==> src/rtl/alu_share_ctrl.sv <==
// alu_share_ctrl: shares one combinational ALU between two requesters.
//
// Two valid/ready request ports are arbitrated round-robin. The winner's
// operands and function code are registered and drive the ALU. After a fixed,
// per-operation latency the ALU result is captured. It is then returned on a
// valid/ready response port, tagged with the requester id.
//
// Ports:
//   clk, rst                  clock, asynchronous active-high reset
//   req{0,1}_valid/_ready     request handshake (ready is combinational)
//   req{0,1}_a/_b/_f          request operands and 3-bit function code
//   alu_a, alu_b, alu_f       registered ALU inputs
//   alu_r                     ALU result (combinational from alu_a/b/f)
//   rsp_valid/_ready          response handshake
//   rsp_id, rsp_r             issuing requester and captured result
module alu_share_ctrl #(
  parameter int unsigned W       = 32,
  parameter int unsigned ADD_LAT = 1,
  parameter int unsigned MUL_LAT = 3,
  parameter int unsigned CW      = 4
) (
  input  logic         clk,
  input  logic         rst,
  input  logic         req0_valid,
  output logic         req0_ready,
  input  logic [W-1:0] req0_a,
  input  logic [W-1:0] req0_b,
  input  logic [2:0]   req0_f,
  input  logic         req1_valid,
  output logic         req1_ready,
  input  logic [W-1:0] req1_a,
  input  logic [W-1:0] req1_b,
  input  logic [2:0]   req1_f,
  output logic [W-1:0] alu_a,
  output logic [W-1:0] alu_b,
  output logic [2:0]   alu_f,
  input  logic [W-1:0] alu_r,
  output logic         rsp_valid,
  input  logic         rsp_ready,
  output logic         rsp_id,
  output logic [W-1:0] rsp_r
);

  // The counter is loaded with LAT-1 so that EXEC lasts exactly LAT cycles.
  localparam logic [CW-1:0] AddCnt = CW'(ADD_LAT - 1);
  localparam logic [CW-1:0] MulCnt = CW'(MUL_LAT - 1);

  typedef enum logic [1:0] {StIdle, StExec, StResp} state_e;

  state_e        state_q, state_d;
  logic [CW-1:0] cnt_q, cnt_d;
  logic          last_grant_q, last_grant_d;
  logic [W-1:0]  alu_a_q, alu_a_d;
  logic [W-1:0]  alu_b_q, alu_b_d;
  logic [2:0]    alu_f_q, alu_f_d;
  logic          rsp_valid_q, rsp_valid_d;
  logic          rsp_id_q, rsp_id_d;
  logic [W-1:0]  rsp_r_q, rsp_r_d;

  logic          grant;
  logic          accept;
  logic [2:0]    sel_f;

  // A lone requester always wins. When both requesters are valid, the one
  // not granted last time wins.
  always_comb begin
    grant = 1'b0;
    if (req0_valid && req1_valid) begin
      grant = ~last_grant_q;
    end else if (req1_valid) begin
      grant = 1'b1;
    end
  end

  assign req0_ready = (state_q == StIdle) && req0_valid && !grant;
  assign req1_ready = (state_q == StIdle) && req1_valid && grant;
  assign accept     = req0_ready || req1_ready;
  assign sel_f      = grant ? req1_f : req0_f;

  always_comb begin
    state_d      = state_q;
    cnt_d        = cnt_q;
    last_grant_d = last_grant_q;
    alu_a_d      = alu_a_q;
    alu_b_d      = alu_b_q;
    alu_f_d      = alu_f_q;
    rsp_valid_d  = rsp_valid_q;
    rsp_id_d     = rsp_id_q;
    rsp_r_d      = rsp_r_q;

    case (state_q)
      StIdle: begin
        if (accept) begin
          alu_a_d      = grant ? req1_a : req0_a;
          alu_b_d      = grant ? req1_b : req0_b;
          alu_f_d      = sel_f;
          rsp_id_d     = grant;
          last_grant_d = grant;
          cnt_d        = sel_f[2] ? MulCnt : AddCnt;
          state_d      = StExec;
        end
      end
      StExec: begin
        if (cnt_q != '0) begin
          cnt_d = cnt_q - CW'(1);
        end else begin
          rsp_r_d     = alu_r;
          rsp_valid_d = 1'b1;
          state_d     = StResp;
        end
      end
      StResp: begin
        if (rsp_ready) begin
          rsp_valid_d = 1'b0;
          state_d     = StIdle;
        end
      end
      default: state_d = StIdle;
    endcase
  end

  always_ff @(posedge clk or posedge rst) begin
    if (rst) begin
      state_q      <= StIdle;
      cnt_q        <= '0;
      last_grant_q <= 1'b1;
      alu_a_q      <= '0;
      alu_b_q      <= '0;
      alu_f_q      <= '0;
      rsp_valid_q  <= 1'b0;
      rsp_id_q     <= 1'b0;
      rsp_r_q      <= '0;
    end else begin
      state_q      <= state_d;
      cnt_q        <= cnt_d;
      last_grant_q <= last_grant_d;
      alu_a_q      <= alu_a_d;
      alu_b_q      <= alu_b_d;
      alu_f_q      <= alu_f_d;
      rsp_valid_q  <= rsp_valid_d;
      rsp_id_q     <= rsp_id_d;
      rsp_r_q      <= rsp_r_d;
    end
  end

  assign alu_a     = alu_a_q;
  assign alu_b     = alu_b_q;
  assign alu_f     = alu_f_q;
  assign rsp_valid = rsp_valid_q;
  assign rsp_id    = rsp_id_q;
  assign rsp_r     = rsp_r_q;

endmodule

==> config.mk <==
export PLATFORM = sky130hd
export DESIGN_NAME = alu_share_ctrl
export DESIGN_NICKNAME = d
export VERILOG_FILES = /design/src/rtl/alu_share_ctrl.sv
export SDC_FILE = /design/constraint.sdc
export NUM_CORES = 1
export LEC_CHECK = 0
export CORE_ASPECT_RATIO = 1.1
export CORE_UTILIZATION = 40
export DETAILED_ROUTE_END_ITERATION = 8
export PLACE_DENSITY_LB_ADDON = 0.08
export SYNTH_ARGS = -nofsm -noshare
export SYNTH_HDL_FRONTEND = slang
export SYNTH_SLANG_ARGS = --single-unit
==> constraint.sdc <==
create_clock -name clk -period 6.2 [get_ports clk]
set_input_delay 1.24 -clock clk [delete_from_list [all_inputs] [get_ports clk]]
set_output_delay 1.24 -clock clk [all_outputs]
set_load 0.005 [all_outputs]
==> impl_metrics.sql <==
INSERT INTO impl_metrics (metric_group, metric, value, unit) VALUES
('yosys', 'synth-main-ff-cell', 'dfrtp_1', ''),
('worst_setup_path', 'cp.arrival', '2640', 'ps'),
('sta', 'setup-violations-final', '0', ''),
('min_path', 'class_of_the_tightest_hold_or_removal_check', 'reg2reg', ''),
('floorplanning', 'num_rows', '42', ''),
('clock_network', 'cts.sink_count', '108', ''),
('yosys', 'synth_top_area_cell', 'dfrtp_1', ''),
('power', 'p_leak', '3.24', 'nW'),
('yosys', 'synthCells', '335', ''),
('min_path', 'timing.hold.worst.start', 'alu_b[5]$_DFFE_PP0P_', ''),
('floorplanning', 'chipWidth', '108', 'um'),
('cells_and_area', 'fin_nets', '778', ''),
('floorplanning', 'top_level_ports', '274', ''),
('place', 'hpwl', '9740', 'um'),
('route', 'post_drt_via_cell_ratio', '4.82', ''),
('min_path', 'worst_hold_path_cell_count', '1', ''),
('route', 'postRouteAntennaNets', '0', ''),
('yosys', 'synth_top_area_share', '54.1', '%'),
('yosys', 'ff_latch_count_synth', '108', ''),
('place', 'placement.setup.worst_slack', '2310', 'ps'),
('power', 'power.combinational.fraction', '49.1', '%'),
('worst_setup_path', 'rr_startpoint', 'state_q[0]$_DFFE_PP0P_', ''),
('worst_setup_path', 'r2r_cells', '4', ''),
('route', 'detailedRoute.firstIterationViolations', '87', ''),
('sta', 'grt_setup_unrepaired', 'false', ''),
('cells_and_area', 'final_cell_mix', '273 x clkdlybuf4s50_1, 159 x mux2_2, 107 x dfrtp_1', ''),
('sta', 'period_minus_slack', '3880', 'ps'),
('clock_network', 'cts_root_buf', 'clkbuf_16', ''),
('cells_and_area', 'antennaDiodeCount', '0', ''),
('clock_network', 'cts.repair_timing.setup_buffer_count', '0', ''),
('status', 'status', 'completed', ''),
('sta', 'final-max-slew-violation-count', '0', ''),
('place', 'gp_routability_congestion', '0.729', ''),
('job', 'timing.max_cap.violations', '0', ''),
('power', 'powerDensity', '431', 'mW/mm2'),
('global_route', 'grt-ovfl-total', '0', ''),
('power', 'ir_worst_vdd', '305', 'uV'),
('floorplanning', 'initial_utilization', '41.1', '%'),
('sta', 'achievable-frequency', '258', 'MHz'),
('yosys', 'post_synth_instance_area', '0.00495', 'mm2'),
('worst_setup_path', 'path_class', 'in2out', ''),
('yosys', 'ys_top_cells_by_area', 'dfrtp_1 54%, mux2_2 36%, buf_2 1.5%, mux2_1 1.4%, dfstp_2 0.53%', ''),
('cells_and_area', 'syn2layout_area_growth', '63.3', '%'),
('clock_network', 'hold_buffers', '0', ''),
('yosys', 'synth_cell_types', '29', ''),
('worst_setup_path', 'worst_r2r_endpoint', 'alu_a[20]$_DFFE_PP0P_', ''),
('power', 'power_switching_share', '28.2', '%'),
('sta', 'worst_pin_slew', '1040', 'ps'),
('route', 'first_pass_iters', '4', ''),
('sta', 'worst_slew_margin_rel', '30.6', '%'),
('worst_setup_path', 'cp.required', '4960', 'ps'),
('clock_network', 'clk_pin_slew_worst_paths', '70', 'ps'),
('power', 'p_int', '2.50', 'mW'),
('route', 'drc', '0', ''),
('yosys', 'syn_nets', '508', ''),
('yosys', 'syn_area_per_cell', '14.8', 'um2'),
('yosys', 'yosysWarnings', '0', ''),
('clock_network', 'cts_tree', 'built', ''),
('floorplanning', 'design.core.area', '0.0120', 'mm2'),
('clock_network', 'cts_resized', '0', ''),
('worst_setup_path', 'r2r_setup_slack', '3610', 'ps'),
('route', 'detail_route.wirelength', '12600', 'um'),
('worst_setup_path', 'worst_path_maximum_fanout', '4', ''),
('sta', 'postLayoutSetupSlackWorst', '2320', 'ps'),
('power', 'totalPowerFinal', '3.48', 'mW'),
('min_path', 'min_to', 'alu_b[5]$_DFFE_PP0P_', ''),
('worst_setup_path', 'timing.critical_path.to_type', 'output port', ''),
('power', 'clock_power_share', '15.0', '%'),
('floorplanning', 'die_area', '0.0128', 'mm2'),
('place', 'place.port_buffers', '273', ''),
('yosys', 'ys_seq_area_share', '54.7', '%');
per-layer routing:
metal | wire [um] | share of wire (%) | global-route usage (%)
met1 | 4850 | 38 | 22.9
met2 | 6240 | 49 | 34.2
met3 | 1340 | 11 | 7.67
met4 | 222 | 1.8 | 6.25
met5 | 0 | 0 | 0
synthesized netlist by cell type, types with 2 or more instances:
| library cell | number |
|---|---|
| inv_1 | 6 |
| mux2_1 | 6 |
| and2_1 | 2 |
| o21ai_0 | 5 |
| mux2_2 | 159 |
| or4_1 | 2 |
| a21oi_1 | 3 |
| buf_2 | 15 |
| dfrtp_1 | 107 |
| nand2b_1 | 3 |
| buf_6 | 2 |
| nand2_1 | 4 |
| nor2_1 | 3 |
| ha_1 | 2 |
| o22ai_1 | 2 |
through the flow:
step / instance area (um2) / hold WS, ps / instances
floorplan: 4950 / 483 / 335
global placement: 7810 / 470 / 748
detailed placement: 7810 / 474 / 748
CTS: 8080 / 490 / 763
global route: 8080 / 496 / 763
finish: 8080 / 488 / 763
final cells by class:
class | instances | area (um2)
clock buffer | 11 | 243
multi-input combinational | 204 | 2130
timing repair buffer | 276 | 2760
fill | 950 | 3960
sequential | 108 | 2700
clock inverter | 4 | 26.3
inverter | 6 | 25.0
tap | 154 | 193
critical path: stages:
cell             delay, ps
clkdlybuf4s50_1        530
a21boi_4               210
and2_1                 150
clkdlybuf4s50_1        500
sequential cells by signal, indices dropped and copies added, names as in the netlist:
register,count
alu_a,32
alu_b,32
alu_f,3
cnt_q,4
last_grant_q,1
rsp_id,1
rsp_r,32
rsp_valid,1
state_q,2
power by group through the flow:
stage	clock network, mW	logic (mW)	registers (mW)
final	0.523	1.71	1.25
after global routing	0.567	1.83	1.30
after CTS	0.539	1.74	1.25
after detailed placement	0	1.73	1.27
after global placement	0	1.70	1.25
after floorplan	0	0.748	1.28
cells by family after synthesis:
kind of cell,Yosys count,synth area share (%)
compound gates,16,2.15
fa+ha+maj,2,0.506
buf+inv,23,2.43
flops,108,54.7
mux,165,37.6
simple gates,21,2.68
worst max path at each step:
stage	from	to	slack, ps
finish	req1_valid	req1_ready	2320
global route	req1_valid	req1_ready	2270
CTS	req1_valid	req1_ready	2330
detailed placement	req0_valid	alu_a[20]$_DFFE_PP0P_	2310
global placement	req1_valid	req1_ready	2360
floorplan	rst	alu_a[0]$_DFFE_PP0P_	2120
Note: power is estimated with default switching activity, not from simulation.
